$ cat src/rtl/p09_video_sequencer.sv
// Video timing sequencer: a prescaled pixel tick drives signed horizontal and
// vertical counters whose negative range covers porch/sync and whose
// non-negative range is the active picture. A three-state FSM starts, runs
// and drains the scan so that a stop request only takes effect on a frame
// boundary. All sync/blank/position outputs are decoded directly from the
// registered counters.
module p09_video_sequencer #(
  parameter int H_RES  = 640,
  parameter int H_FP   = 16,
  parameter int H_SYNC = 96,
  parameter int H_BP   = 48,
  parameter int V_RES  = 480,
  parameter int V_FP   = 10,
  parameter int V_SYNC = 2,
  parameter int V_BP   = 33,
  parameter int H_POL  = 0,
  parameter int V_POL  = 0,
  parameter int DIV    = 2,
  localparam int H_TOTAL = H_RES + H_FP + H_SYNC + H_BP,
  localparam int V_TOTAL = V_RES + V_FP + V_SYNC + V_BP,
  localparam int HW      = $clog2(H_TOTAL) + 1,
  localparam int VW      = $clog2(V_TOTAL) + 1
) (
  input  logic                 clk_i,
  input  logic                 reset_i,
  input  logic                 start_i,
  input  logic                 stop_i,
  input  logic                 fast_req_i,
  output logic                 running_o,
  output logic                 fast_mode_o,
  output logic                 hsync_o,
  output logic                 vsync_o,
  output logic                 blank_o,
  output logic signed [HW-1:0] hpos_o,
  output logic signed [VW-1:0] vpos_o,
  output logic                 line_end_o,
  output logic                 frame_end_o
);

  typedef enum logic [1:0] {
    S_IDLE  = 2'd0,
    S_RUN   = 2'd1,
    S_DRAIN = 2'd2
  } state_t;

  // Prescaler needs at least one bit even when every clock is a pixel.
  localparam int PW = (DIV > 1) ? $clog2(DIV) : 1;

  localparam logic [PW-1:0]        PS_LAST   = PW'(DIV - 1);
  localparam logic signed [HW-1:0] H_INIT    = HW'(-(H_FP + H_SYNC + H_BP));
  localparam logic signed [HW-1:0] H_LAST    = HW'(H_RES - 1);
  localparam logic signed [HW-1:0] H_SYNC_LO = HW'(-(H_SYNC + H_BP));
  localparam logic signed [HW-1:0] H_SYNC_HI = HW'(-H_BP);
  localparam logic signed [HW-1:0] H_STEP1   = HW'(1);
  localparam logic signed [HW-1:0] H_STEP4   = HW'(4);
  localparam logic signed [VW-1:0] V_INIT    = VW'(-(V_FP + V_SYNC + V_BP));
  localparam logic signed [VW-1:0] V_LAST    = VW'(V_RES - 1);
  localparam logic signed [VW-1:0] V_SYNC_LO = VW'(-(V_SYNC + V_BP));
  localparam logic signed [VW-1:0] V_SYNC_HI = VW'(-V_BP);
  localparam logic signed [VW-1:0] V_STEP1   = VW'(1);

  state_t                 state_q, state_d;
  logic [PW-1:0]          presc_q, presc_d;
  logic signed [HW-1:0]   hpos_q,  hpos_d;
  logic signed [VW-1:0]   vpos_q,  vpos_d;
  logic                   fast_q,  fast_d;

  logic running;
  logic pix_en;
  logic h_wrap;
  logic v_last;
  logic f_wrap;
  logic h_in_sync;
  logic v_in_sync;

  // Scan events decoded from the registered state; the horizontal compare is
  // >= so a +4 step that overshoots the last active pixel still wraps.
  assign running   = (state_q != S_IDLE);
  assign pix_en    = running && (presc_q == PS_LAST);
  assign h_wrap    = pix_en && (hpos_q >= H_LAST);
  assign v_last    = (vpos_q >= V_LAST);
  assign f_wrap    = h_wrap && v_last;

  assign h_in_sync = (hpos_q >= H_SYNC_LO) && (hpos_q < H_SYNC_HI);
  assign v_in_sync = (vpos_q >= V_SYNC_LO) && (vpos_q < V_SYNC_HI);

  assign running_o   = running;
  assign fast_mode_o = fast_q;
  assign hsync_o     = (H_POL != 0) ? h_in_sync : !h_in_sync;
  assign vsync_o     = (V_POL != 0) ? v_in_sync : !v_in_sync;
  assign blank_o     = (hpos_q < 0) || (vpos_q < 0);
  assign hpos_o      = hpos_q;
  assign vpos_o      = vpos_q;
  assign line_end_o  = h_wrap;
  assign frame_end_o = f_wrap;

  // State, prescaler, counters and step mode registers.
  always_ff @(posedge clk_i or posedge reset_i) begin
    if (reset_i) begin
      state_q <= S_IDLE;
      presc_q <= '0;
      hpos_q  <= H_INIT;
      vpos_q  <= V_INIT;
      fast_q  <= 1'b0;
    end else begin
      state_q <= state_d;
      presc_q <= presc_d;
      hpos_q  <= hpos_d;
      vpos_q  <= vpos_d;
      fast_q  <= fast_d;
    end
  end

  // FSM next state; the step mode is only re-sampled at a start or a frame
  // boundary so a frame never changes pitch halfway through.
  always_comb begin
    state_d = state_q;
    fast_d  = fast_q;
    unique case (state_q)
      S_IDLE: begin
        if (start_i) begin
          state_d = S_RUN;
          fast_d  = fast_req_i;
        end
      end
      S_RUN: begin
        if (stop_i) state_d = S_DRAIN;
      end
      S_DRAIN: begin
        if (start_i)     state_d = S_RUN;
        else if (f_wrap) state_d = S_IDLE;
      end
      default: state_d = S_IDLE;
    endcase
    if (f_wrap) fast_d = fast_req_i;
  end

  // Prescaler and position counters. Leaving DRAIN on a frame boundary needs
  // no special case: the wrap itself reloads both counters and the prescaler
  // is already rolling back to zero on that same tick.
  always_comb begin
    presc_d = presc_q;
    hpos_d  = hpos_q;
    vpos_d  = vpos_q;
    if (running) begin
      presc_d = (presc_q == PS_LAST) ? '0 : presc_q + PW'(1);
    end
    if (h_wrap) begin
      hpos_d = H_INIT;
      vpos_d = v_last ? V_INIT : vpos_q + V_STEP1;
    end else if (pix_en) begin
      hpos_d = hpos_q + (fast_q ? H_STEP4 : H_STEP1);
    end
  end

endmodule

$ cat config.mk
export PLATFORM = sky130hd
export DESIGN_NAME = p09_video_sequencer
export DESIGN_NICKNAME = d
export VERILOG_FILES = /design/src/rtl/p09_video_sequencer.sv
export SDC_FILE = /design/constraint.sdc
export NUM_CORES = 1
export LEC_CHECK = 0
export CORE_MARGIN = 3
export CORE_UTILIZATION = 52
export CTS_BUF_LIST = sky130_fd_sc_hd__clkbuf_8
export DETAILED_ROUTE_END_ITERATION = 10
export PLACE_DENSITY = 0.83
export SLEW_MARGIN = 10
export SYNTH_ARGS = -nofsm -noshare
export SYNTH_HDL_FRONTEND = slang
export SYNTH_SLANG_ARGS = --single-unit
$ cat constraint.sdc
create_clock -name clk_i -period 2.75 [get_ports clk_i]
set_input_delay 0.55 -clock clk_i [delete_from_list [all_inputs] [get_ports clk_i]]
set_output_delay 0.55 -clock clk_i [all_outputs]
set_load 0.1 [all_outputs]
## Word-level counts from Yosys, hierarchy flattened

Index checks and enable logic that the tools add are counted.

| operators by class | value |
|---|---|
| shifts and indexed selects | 0 |
| multipliers | 0 |
| order comparisons | 8 |
| equal/unequal tests | 5 |
| divide/modulo/power cells | 0 |
| multiplexer cells | 13 |
| reduce and logical (&&, ||, !) cells | 15 |
| bitwise gates (word level) | 0 |
| add/sub/neg operators | 3 |

Operators with widths:

| kind | number |
|---|---|
| two-way mux 11 bit | 3 |
| < comparator 11 x 1 -> 1 bit, second input constant | 2 |
| < comparator 11 x 7 -> 1 bit, second input constant | 2 |
| adder 11 x 2 -> 11 bit, second input constant | 1 |
| adder 11 x 4 -> 11 bit | 1 |
| >= comparator 11 x 10 -> 1 bit, second input constant | 1 |
| >= comparator 11 bit, second input constant | 1 |
| >= comparator 11 x 7 -> 1 bit, second input constant | 1 |
| >= comparator 11 x 9 -> 1 bit, second input constant | 1 |
| two-way mux 2 bit | 4 |
| nonzero test 2 bit | 4 |
| case mux 2 bit (3 select lines) | 1 |
| logical AND 1 bit | 5 |
| two-way mux 1 bit | 4 |
| != test 2 bit, second input constant | 2 |
| two-way mux 3 bit | 1 |
| != test 3 bit, second input constant | 1 |
| AND reduction 3 bit | 1 |
| equality test 2 x 1 -> 1 bit, second input constant | 1 |
| equality test 2 bit, second input constant | 1 |
| logical NOT 1 bit | 2 |
| logical NOT 2 bit | 1 |
| AND reduction 2 bit | 1 |
| adder 1 bit, second input constant | 1 |
| logical OR 1 bit | 1 |

| word-level totals | value |
|---|---|
| latch bits | 0 |
| memory bits (read-only) | 0 |
| input port bits | 5 |
| output and inout port bits | 29 |
| memories kept | 0 |
| memory bits (writable) | 0 |
| logic and storage cells | 49 |
| register bits | 26 |

## Longest topological paths before layout

Gate-level depths: netlist (run 1).

| depth | value |
|---|---|
| depth after elaboration | 7 |
| depth in mapped cells | 8 |
| mapped depth without buffers | 8 |

## Least setup slack after synthesis (run 1)

No wires, ideal clock.

| timing path | value |
|---|---|
| path type | reg2out |
| start point | register hpos_q[4], in the netlist hpos_o[4] |
| end point | output frame_end_o |
| data required time | 2.200 ns |
| slack | -0.403 ns |
| stages on the path, launching flop included | 7 |
| data arrival time | 2.603 ns |
| cell sequence | dfrtp_1 -> and3_4 -> a211oi_2 -> or3_1 -> buf_6 -> buf_8 -> nor2_4 |

| on the way | value |
|---|---|
| cells in the longest elaborated chain, start to end | 3 |

Ends and longest elaborated chain:

| item | RTL line | RTL |
|---|---|---|
| start, declared | 64 | `logic signed [HW-1:0] hpos_q, hpos_d;` |
| start signal, assigned | 108 | `hpos_q <= hpos_d;` |
| >= comparator 11 bit | 80 | `assign h_wrap = pix_en && (hpos_q >= H_LAST);` |
| logical AND 1 bit | 80 |  |
| logical AND 1 bit | 82 | `assign f_wrap = h_wrap && v_last;` |
| end, declared | 37 | `output logic frame_end_o` |

Every way passes these cells.

## Worst setup path in the final report (run 1)

| timing path | value |
|---|---|
| start point | register vpos_q[0], in the netlist vpos_o[0] |
| end point | output frame_end_o |

| on the way | value |
|---|---|
| cells in the longest elaborated chain, start to end | 2 |

Ends and longest elaborated chain:

| item | RTL line | RTL |
|---|---|---|
| start, declared | 65 | `logic signed [VW-1:0] vpos_q, vpos_d;` |
| start signal, assigned | 109 | `vpos_q <= vpos_d;` |
| >= comparator 11 x 10 -> 1 bit | 81 | `assign v_last = (vpos_q >= V_LAST);` |
| logical AND 1 bit | 82 |  |

Every way passes these cells.

==> results of run 1 <==
## Yosys cell counts (3+ instances only)
| cell type | number |
|---|---|
| o21ai_1 | 4 |
| and4_1 | 4 |
| nor2_1 | 13 |
| o21ai_0 | 6 |
| and3_1 | 5 |
| a31oi_1 | 4 |
| nand4_1 | 4 |
| or2_2 | 3 |
| nand2_1 | 16 |
| or3_1 | 3 |
| a21oi_1 | 5 |
| xor2_1 | 3 |
| dfrtp_1 | 13 |
| dfstp_2 | 13 |
| a22o_1 | 3 |
| inv_1 | 4 |
| nand3_1 | 4 |
| ha_1 | 5 |
| a21o_1 | 4 |
| xnor2_1 | 3 |
## through the flow
step	setup TNS (ns)	hold slack, ns	setup slack (ns)
detailed placement	0	0.5130	0.3563
CTS	0	0.5278	0.006229
finish	0	0.5277	0.1148
global placement	0	0.5009	0.3960
floorplan	-0.03324	0.4767	-0.03324
global route	0	0.5571	0.04590
## critical path: stages (launching register included)
cell	delay [ns]
dfstp_4	0.67
ha_1	0.23
a21o_1	0.14
a211oi_2	0.09
or2_4	0.33
nor2_4	0.17
buf_12	0.19
## kinds of logic after synthesis
logic type | synth area share, %
AND/OR/NAND/NOR | 23.38
AO/OA/AOI/OAI | 19.85
flip-flops | 43.72
buffers and inverters | 4.019
XOR/XNOR | 3.446
adder cells (fa/ha/maj) | 4.102
multiplexers | 1.477
## layout by cell type (no fill, tap or decap), types with 3 or more instances in the layout
cell	instances
clkbuf_8	3
dfstp_4	7
or3_1	3
nor2_1	13
dfstp_2	6
buf_12	4
o21ai_0	6
xnor2_1	3
nand2_1	16
a31oi_1	4
and3_1	5
xor2_1	3
dfrtp_2	8
dfrtp_1	5
a21o_1	4
o21ai_1	4
a21oi_1	5
clkdlybuf4s50_1	4
nand4_1	4
ha_1	5
buf_4	29
inv_1	4
nand3_1	4
a22o_1	3
and4_1	4
## registers in the layout, indices dropped and copies added (netlist names)
signal and count:
hpos_o 11, vpos_o 11, state_q 2, fast_mode_o 1
presc_q 1
## repair_timing
action / in CTS / in global routing
setup endpoints to repair: 0 / 1
hold endpoints to repair: 0 / 0
hold buffers: 0 / 0
gates resized for setup: 0 / 2
## metal layers
| layer | vias up | share of wire (%) | global-route usage [%] |
|---|---|---|---|
| met1 | 629 | 47 | 25.40 |
| met2 | 28 | 48 | 34.26 |
| met3 | 6 | 3.0 | 4.104 |
| li1 | 626 | - | - |
| met4 | 0 | 1.3 | 8.861 |
| met5 | - | 0 | 0 |
## final cells by class
cell class | count | area, um^2
fillers | 214 | 828.3
multi-input cells | 116 | 804.5
flip-flops and latches | 26 | 703.2
repair buffers | 37 | 337.8
clock buffers | 3 | 41.29
well taps | 31 | 38.79
inverters | 5 | 23.77
clock inverters | 1 | 3.754
## final timing paths
check / start / to / cells past startpoint / slack [ns]
setup / recovery: vpos_o[0]$_DFFE_PP1N_ / frame_end_o / 6 / 0.11
hold / removal: hpos_o[10]$_DFFE_PP1P_ / hpos_o[10]$_DFFE_PP1P_ / 2 / 0.53
hold reg to reg: hpos_o[10]$_DFFE_PP1P_ / hpos_o[10]$_DFFE_PP1P_ / 2 / 0.53
max in group asynchronous: reset_i / vpos_o[8]$_DFFE_PP1N_ / 3 / 1.38
min in group asynchronous: reset_i / vpos_o[2]$_DFFE_PP0N_ / 2 / 0.71
setup reg to reg: hpos_o[6]$_DFFE_PP1P_ / fast_mode_o$_DFFE_PP0P_ / 6 / 0.53
## power by group through the flow
| stage | logic [mW] | registers, mW | clock network [mW] |
|---|---|---|---|
| finish | 0.822 | 0.567 | 0.222 |
| global route | 0.869 | 0.581 | 0.239 |
| CTS | 0.826 | 0.566 | 0.226 |
| detailed placement | 0.824 | 0.573 | 0 |
| global placement | 0.811 | 0.566 | 0 |
| floorplan | 0.247 | 0.970 | 0 |
==> flow_summary.yaml, run 1 <==
clock_network:
  clock_latency_ns: 0.27
  numCtsBuffers: 3
  cts_max_level: 1
  post-cts-setup-buffers: 0
  cts_tree: "built"
  clkSinkCount: 26
  clk_pin_slew_worst_paths_ns: 0.09
  clockBufferDepth: 2
  root_buffer: "clkbuf_8"
floorplanning:
  core-area_mm2: 0.002781
  die_h_um: 60.16
  die_w_um: 60.16
  initial_core_util_pct: 54.84
  rows: 19
  ios: 34
  design.die.area_mm2: 0.003619
detailed_routing:
  wl_mm: 3.385
  wl_per_cell_um: 15.46
  first_pass_iters: 4
  drt.antenna.violating_nets: 0
  vias_per_cell: 5.886
  post-route-drc-count: 0
  via_count: 1289
  drt-initial-drc-count: 35
place:
  io_buffers: 33
  place_hpwl_mm: 2.447
  place_area_mm2: 0.001901
  placedCellCount: 215
  place_congestion: 0.8561
logic_synthesis:
  yosysSeqAreaShare_pct: 43.72
  synth_top_area_share_pct: 22.40
  synth_cell_types: 48
  syn_nets: 161
  synthCells: 151
  ys_ff_latch: 26
  yosysTopAreaCell: "dfstp_2"
  synth-edff-count: 0
  syn_area_mm2: 0.001525
  synth_ff_type: "dfstp_2"
  synth_area_per_cell_um2: 10.10
  ys_warn_count: 0
  ys_async_sr_fraction_pct: 100.0
  synth.area.top_cells: "dfstp_2 (22%), dfrtp_1 (21%), ha_1 (4.1%)"
global_route:
  grtUsageTotal_pct: 20.50
  grt_start_max_net_pins: 22
  grt-ovfl-total: 0
  grt_pass1_wl_mm: 5.609
  grt_pass1_vias: 1264
  antenna_found_initial: 0
run_status:
  status: "complete, no violations"
power_and_ir_drop:
  p_clk_share_pct: 13.8
  irDropWorstVdd_v: 0.001152
  p_per_area_mw_per_mm2: 824.7
  seqPwrFrac_pct: 35.2
  switching_share_pct: 51.04
  totalPowerFinal_mw: 1.611
  p_int_mw: 0.7887
  p_leak_nw: 0.8678
  p_switching_mw: 0.8220
  combPwrFrac_pct: 51.0
timing:
  fmax_ghz: 0.3795
  period_minus_slack_ns: 2.635
  rsz0062_at_grt: "false"
  hold_violations: 0
  fin_crit_sh_pct: 95.83
  finalSetupViolations: 0
  maxSlewViolCount: 0
  max-slew-margin-rel_pct: 47.65
  skew_ns: 0.002866
  tightestPinTransition_ns: 0.7844
final_layout:
  nets: 199
  final_area_mm2: 0.001953
  drive_above_1_share_pct: 40.43
  final_cells: 219
  final_util_pct: 70.22
  antenna_cells: 0
  area_growth_pct: 28.06
critical_path:
  critical_path_required_ns: 2.20
  cp_max_fo: 9
  crit_path_end_kind: "output pin"
  crit_type: "reg2out"
  crit_path_start_kind: "flip-flop"
  arrival_ns: 2.09
job:
  cap_violations: 0
worst_hold_path:
  hp-class: "reg2reg"
No activity file was read; power rests on OpenSTA's default activity.
==> run 2, diff against run 1 <==
--- a/config.mk
+++ b/config.mk
@@ -5,8 +5,9 @@
 export SDC_FILE = /design/constraint.sdc
 export NUM_CORES = 1
 export LEC_CHECK = 0
+export ABC_AREA = 1
 export CORE_MARGIN = 3
-export CORE_UTILIZATION = 52
+export CORE_UTILIZATION = 53
 export CTS_BUF_LIST = sky130_fd_sc_hd__clkbuf_8
 export DETAILED_ROUTE_END_ITERATION = 10
 export PLACE_DENSITY = 0.83
==> run 2 against run 1 <==
Against the previous run:
- combinational power fell by 10%
- flip-flop and latch count stayed put
- worst setup slack gained 0.037 ns
- power fell by 1.1%
- final area is 7.9% higher
- count of clock-buffer cells in the layout unchanged
- hold slack worse by 0.061 ns
- die area rose by 5.1%
- register-to-register slack better by 0.26 ns
- clock power rose by 44%
- global-route usage increased by 1.1 points
- area after synthesis grew 7.7%
==> flow_summary.yaml, run 2 <==
final_layout:
  layout_commonest_cell: "nand2_1"
  final_area_mm2: 0.002107
  layout_common_cells: "nand2_1 (68), buf_4 (34), inv_1 (21)"
  antenna_cells: 0
  final_cells: 288
  area_growth_pct: 28.26
  nets: 268
  seq_area_um2: 676.9
  fill_cells: 231
  drive_above_1_share_pct: 29.18
  multi_input_area_um2: 870.8
global_route:
  grt_pass1_vias: 1364
  grt_pass1_wl_mm: 6.127
  grtUsageTotal_pct: 21.65
  grt-ovfl-total: 0
  antenna_found_initial: 0
  grt_start_max_net_pins: 21
clock_network:
  hold_buffers: 0
  cts_max_level: 1
  cts_tree: "built"
  root_buffer: "clkbuf_8"
  clock_latency_ns: 0.27
  clockBufferDepth: 2
  clk_pin_slew_worst_paths_ns: 0.09
  numCtsBuffers: 3
  clkSinkCount: 26
timing:
  rsz0062_at_grt: "false"
  period_minus_slack_ns: 2.599
  tightestPinTransition_ns: 0.7675
  maxSlewViolCount: 0
  fmax_ghz: 0.3848
  hold_violations: 0
  max-slew-margin-rel_pct: 48.78
  setup_slack_ns: 0.1513
  fin_setup_tns_ns: 0
  finalSetupViolations: 0
  skew_ns: 0.004821
  fin_crit_sh_pct: 94.50
logic_synthesis:
  synth.area.top_cells: "dfstp_2 (21%), dfrtp_1 (20%), nand2_1 (16%)"
  synth_ff_type: "dfstp_2"
  ys_warn_count: 0
  synth_area_per_cell_um2: 7.641
  yosysSeqAreaShare_pct: 40.59
  ys_ff_latch: 26
  syn_area_mm2: 0.001643
  syn_nets: 225
  synth-edff-count: 0
  synthCells: 215
  yosys-top-cells-count: "nand2_1 (68), inv_1 (22), nand3_1 (20), nor2_1 (20)"
  synth_top_area_share_pct: 20.79
  yosysMostFrequentCell: "nand2_1"
  synth_cell_types: 31
  ys_async_sr_fraction_pct: 100.0
  yosysTopAreaCell: "dfstp_2"
critical_path:
  r2r_end: "hpos_o[4]$_DFFE_PP0P_"
  crit_type: "reg2out"
  crit_path_start_kind: "flip-flop"
  startpoint: "vpos_o[0]$_DFFE_PP1N_"
  critical_path_required_ns: 2.20
  cpPeakStageDelay_ns: 0.67
  rr_worst_depth: 10
  cp_common_cell: "nand2_1"
  crit_end: "frame_end_o"
  r2r_slack_ns: 0.79
  cp_max_fo: 6
  crit_chain: "buf_4 -> nand2_1 -> nor2_1 -> nand2_1 -> nand2_1 -> nand2_1 -> nand2_2 -> nand3_4 -> clkinvlp_4 -> buf_12"
  critPathSlowestCell: "dfstp_4"
  timing.rr.start: "hpos_o[5]$_DFFE_PP1P_"
  arrival_ns: 2.05
  crit_path_end_kind: "output pin"
place:
  place_hpwl_mm: 2.654
  place_area_mm2: 0.001973
  io_buffers: 33
  placedCellCount: 279
  place_congestion: 0.9398
  dp_slack_ns: 0.3141
floorplanning:
  rows: 19
  die_w_um: 61.68
  design.die.area_mm2: 0.003804
  die_h_um: 61.68
  initial_core_util_pct: 57.59
  core-area_mm2: 0.002853
  ios: 34
job:
  cap_violations: 0
power_and_ir_drop:
  switching_share_pct: 49.04
  p_switching_mw: 0.7814
  totalPowerFinal_mw: 1.593
  seqPwrFrac_pct: 33.7
  p_int_mw: 0.8118
  p_per_area_mw_per_mm2: 756.2
  irDropWorstVdd_v: 0.0006721
  p_leak_nw: 1.012
  combPwrFrac_pct: 46.3
  p_clk_share_pct: 20.1
detailed_routing:
  drt.antenna.violating_nets: 0
  post-route-drc-count: 0
  wl_per_cell_um: 13.06
  first_pass_iters: 4
  drt-initial-drc-count: 71
  via_count: 1562
  wl_mm: 3.760
  vias_per_cell: 5.424
run_status:
  status: "complete, no violations"
worst_hold_path:
  hp-class: "reg2reg"
run 2: cell count changes in the layout (fill, tap and decap cells not counted), sizes merged, moves of 6 or more:
cell   before  now
and3        7    0
a21oi       7    1
nand3       4   22
nor2       15   23
inv         5   23
nand2      16   74
run 2: worst min path at each step:
stage | cells past startpoint | endpoint | slack, ns | startpoint
2_1_floorplan | 1 | state_q[0]$_DFFE_PP0P_ | 0.43 | state_q[1]$_DFFE_PP0P_
3_3_place_gp | 1 | state_q[0]$_DFFE_PP0P_ | 0.45 | state_q[1]$_DFFE_PP0P_
3_5_place_dp | 1 | state_q[0]$_DFFE_PP0P_ | 0.45 | state_q[1]$_DFFE_PP0P_
4_1_cts | 1 | state_q[0]$_DFFE_PP0P_ | 0.47 | state_q[1]$_DFFE_PP0P_
5_1_grt | 1 | state_q[0]$_DFFE_PP0P_ | 0.50 | state_q[1]$_DFFE_PP0P_
6_report | 1 | state_q[0]$_DFFE_PP0P_ | 0.47 | state_q[1]$_DFFE_PP0P_
run 2: cells by family (layout without fill, tap and decap cells):
kind of cell,Yosys count,after routing,synth area share [%]
xor+xnor,8,8,4.265
buf+inv,27,69,7.920
flops,26,26,40.59
fa+ha+maj,5,5,3.808
simple gates,133,133,37.32
compound gates,16,16,6.093
run 2: cell type report:
type	count	area share, %
clock buffer	3	1.960
tap	31	1.841
sequential	26	32.13
multi-input combinational	162	41.33
clock inverter	1	1.425
timing repair buffer	41	16.86
inverter	24	4.454
run 2: routing by layer:
layer	vias to the layer above	wire length, um	track usage [%]
li1	772	-	-
met1	734	1749	29.56
met2	47	1774	33.93
met3	9	169	4.193
met4	0	67	8.182
met5	-	0	0
run 2: power groups by stage:
stage | registers (mW) | clock network [mW] | logic, mW
finish | 0.536 | 0.320 | 0.737
global route | 0.548 | 0.339 | 0.790
CTS | 0.535 | 0.323 | 0.742
detailed placement | 0.541 | 0 | 0.739
global placement | 0.539 | 0 | 0.731
floorplan | 0.896 | 0 | 0.231
run 2: per-stage QoR:
| stage | hold slack [ns] | utilization [%] |
|---|---|---|
| after floorplan | 0.4297 | - |
| after global placement | 0.4541 | 69.17 |
| after detailed placement | 0.4519 | 69.17 |
| after CTS | 0.4652 | 71.93 |
| after global routing | 0.4994 | 73.86 |
| final | 0.4666 | 73.86 |
run 2: critical path: cells and delay by family (launching register included):
kind                   cells  cell delay [ns]
DFF                        1             0.67
and+or+nand+nor            7             0.71
buffers and inverters      3             0.38
run 2: repair_timing:
item	4_1_cts	5_1_grt
hold endpoints to repair	0	0
endpoints found under the setup margin	1	1
setup buffers	0	5
resized for setup	1	3
==> run 3, diff against run 2 <==
--- a/config.mk
+++ b/config.mk
@@ -7,10 +7,10 @@
 export LEC_CHECK = 0
 export ABC_AREA = 1
 export CORE_MARGIN = 3
-export CORE_UTILIZATION = 53
+export CORE_UTILIZATION = 45
 export CTS_BUF_LIST = sky130_fd_sc_hd__clkbuf_8
 export DETAILED_ROUTE_END_ITERATION = 10
-export PLACE_DENSITY = 0.83
+export PLACE_DENSITY = 0.73
 export SLEW_MARGIN = 10
 export SYNTH_ARGS = -nofsm -noshare
 export SYNTH_HDL_FRONTEND = slang
==> run 3 against run 2 <==
Against the previous run:
- hold slack got worse by 0.0075 ns
- register-to-register slack barely moved
- critical path depth unchanged
- wire length down 6.5%
- cell count increased by 3.1%
- critical path type unchanged
- critical endpoint unchanged
- largest cell class unchanged
==> flow_summary.yaml, run 3 (synthesis results as in run 2) <==
run_status:
  status: "complete, no violations"
worst_hold_path:
  hold_path.startpoint: "state_q[1]$_DFFE_PP0P_"
  min_to: "state_q[0]$_DFFE_PP0P_"
  hold_depth: 1
  hp-class: "reg2reg"
detailed_routing:
  wl_mm: 3.514
  first_pass_iters: 4
  post-route-drc-count: 0
  vias_per_cell: 5.013
  via_count: 1489
  wl_per_cell_um: 11.83
  drt-initial-drc-count: 100
  drt.antenna.violating_nets: 0
critical_path:
  critPathTopFamily: "flip-flops"
  rr_worst_depth: 10
  crit_type: "reg2out"
  critPathSlowestCell: "dfstp_4"
  critical_path_required_ns: 2.20
  crit_chain: "ha_4 -> inv_1 -> nor2_2 -> nand2_1 -> nor2_1 -> nor2_1 -> nand2_2 -> nand3_4 -> clkinvlp_4 -> buf_12"
  cp_num_buf_inv: 3
  r2r_slack_ns: 0.80
  timing.rr.start: "hpos_o[5]$_DFFE_PP1P_"
  crit_path_start_kind: "flip-flop"
  r2r_end: "hpos_o[4]$_DFFE_PP0P_"
  arrival_ns: 2.05
  crit_path_end_kind: "output pin"
  cp_max_fo: 7
  cpPeakStageDelay_ns: 0.68
  cp_common_cell: "nor2_1"
timing:
  fin_setup_tns_ns: 0
  maxSlewViolCount: 0
  hold_violations: 0
  finalSetupViolations: 0
  skew_ns: 0.002169
  rsz0062_at_grt: "false"
  fmax_ghz: 0.3842
  period_minus_slack_ns: 2.603
  max-slew-margin-rel_pct: 77.99
  fin_crit_sh_pct: 94.65
  tightestPinTransition_ns: 0.3299
place:
  placedCellCount: 293
  io_buffers: 33
  place_hpwl_mm: 2.667
  place_congestion: 0.8468
global_route:
  grt_pass1_vias: 1330
  grt_start_max_net_pins: 27
  grt-ovfl-total: 0
  antenna_found_initial: 0
  grt_pass1_wl_mm: 6.037
  grtUsageTotal_pct: 17.93
job:
  cap_violations: 0
clock_network:
  clock_latency_ns: 0.28
  clkSinkCount: 26
  root_buffer: "clkbuf_8"
  clockBufferDepth: 2
  clk_pin_slew_worst_paths_ns: 0.09
  hold_buffers: 0
  cts_tree: "built"
  numCtsBuffers: 3
  cts_max_level: 1
power_and_ir_drop:
  p_int_mw: 0.8109
  p_per_area_mw_per_mm2: 768.3
  p_switching_mw: 0.7839
  switching_share_pct: 49.16
  p_clk_share_pct: 20.4
  combPwrFrac_pct: 46.1
  seqPwrFrac_pct: 33.5
  p_leak_nw: 0.9835
  irDropWorstVdd_v: 0.0007150
final_layout:
  layout_common_cells: "nand2_1 (68), buf_4 (28), inv_1 (21)"
  nets: 262
  drive_above_1_share_pct: 27.49
  area_growth_pct: 26.35
  antenna_cells: 0
  layout_commonest_cell: "nand2_1"
  final_util_pct: 60.77
  final_cells: 297
floorplanning:
  die_h_um: 66.42
  die_w_um: 66.42
  ios: 34
  rows: 21
  design.die.area_mm2: 0.004412
  initial_core_util_pct: 48.10
  core-area_mm2: 0.003416
run 3: what timing repair did:
action                                  CTS  global route
gates cloned                              0             0
buffers inserted                          0             0
endpoints found under the setup margin    1             1
resized for setup                         1             2
run 3: how the worst max path moves through the flow:
stage          depth (start not counted)  slack (ns)          end                   from
3_5_place_dp                          10        0.28  frame_end_o  vpos_o[0]$_DFFE_PP1N_
3_3_place_gp                          10        0.32  frame_end_o  vpos_o[0]$_DFFE_PP1N_
4_1_cts                               10        0.04  frame_end_o  vpos_o[0]$_DFFE_PP1N_
6_report                              10        0.15  frame_end_o  vpos_o[0]$_DFFE_PP1N_
2_1_floorplan                          4        0.02      hsync_o  hpos_o[6]$_DFFE_PP1P_
5_1_grt                               10        0.02  frame_end_o  vpos_o[0]$_DFFE_PP1N_
run 3: metal layers:
metal | vias to the layer above | share of wire [%] | global-route usage, %
met5 | - | 0 | 0
met4 | 0 | 1.7 | 6.853
met3 | 7 | 5.6 | 3.061
met2 | 42 | 44 | 28.13
met1 | 678 | 48 | 24.47
li1 | 762 | - | -
run 3: worst register-to-register path: stages (launching register included):
cell and delay (ns):
dfstp_2 0.57, nand2_1 0.10, nor2_2 0.14, nand2_1 0.06, nand2_1 0.07, nand2_2 0.10
nor2_4 0.13, buf_4 0.26, inv_1 0.23, o21ai_0 0.13, a21oi_1 0.06
run 3: power groups by stage:
stage          Combinational (mW)  Sequential, mW  Clock [mW]
2_1_floorplan               0.231           0.896           0
3_3_place_gp                0.731           0.541           0
3_5_place_dp                0.740           0.540           0
4_1_cts                     0.742           0.535       0.332
5_1_grt                     0.788           0.547       0.348
6_report                    0.735           0.535       0.325
run 3: layout make-up:
| type | count | area, um^2 |
|---|---|---|
| Clock inverter | 1 | 30.03 |
| Clock buffer | 3 | 41.29 |
| Timing Repair Buffer | 35 | 310.3 |
| Fill cell | 341 | 1340 |
| Multi-Input combinational cell | 162 | 865.8 |
| Tap cell | 46 | 57.56 |
| Sequential cell | 26 | 676.9 |
| Inverter | 24 | 93.84 |
run 3: through the flow:
step	area (um^2)	power, mW	setup WS [ns]	hold WS [ns]
after floorplan	1657	1.127	0.02030	0.4297
after global placement	1984	1.272	0.3195	0.4424
after detailed placement	1984	1.280	0.2810	0.4462
after CTS	2063	1.609	0.03651	0.4593
after global routing	2076	1.683	0.02492	0.4870
final	2076	1.595	0.1472	0.4591
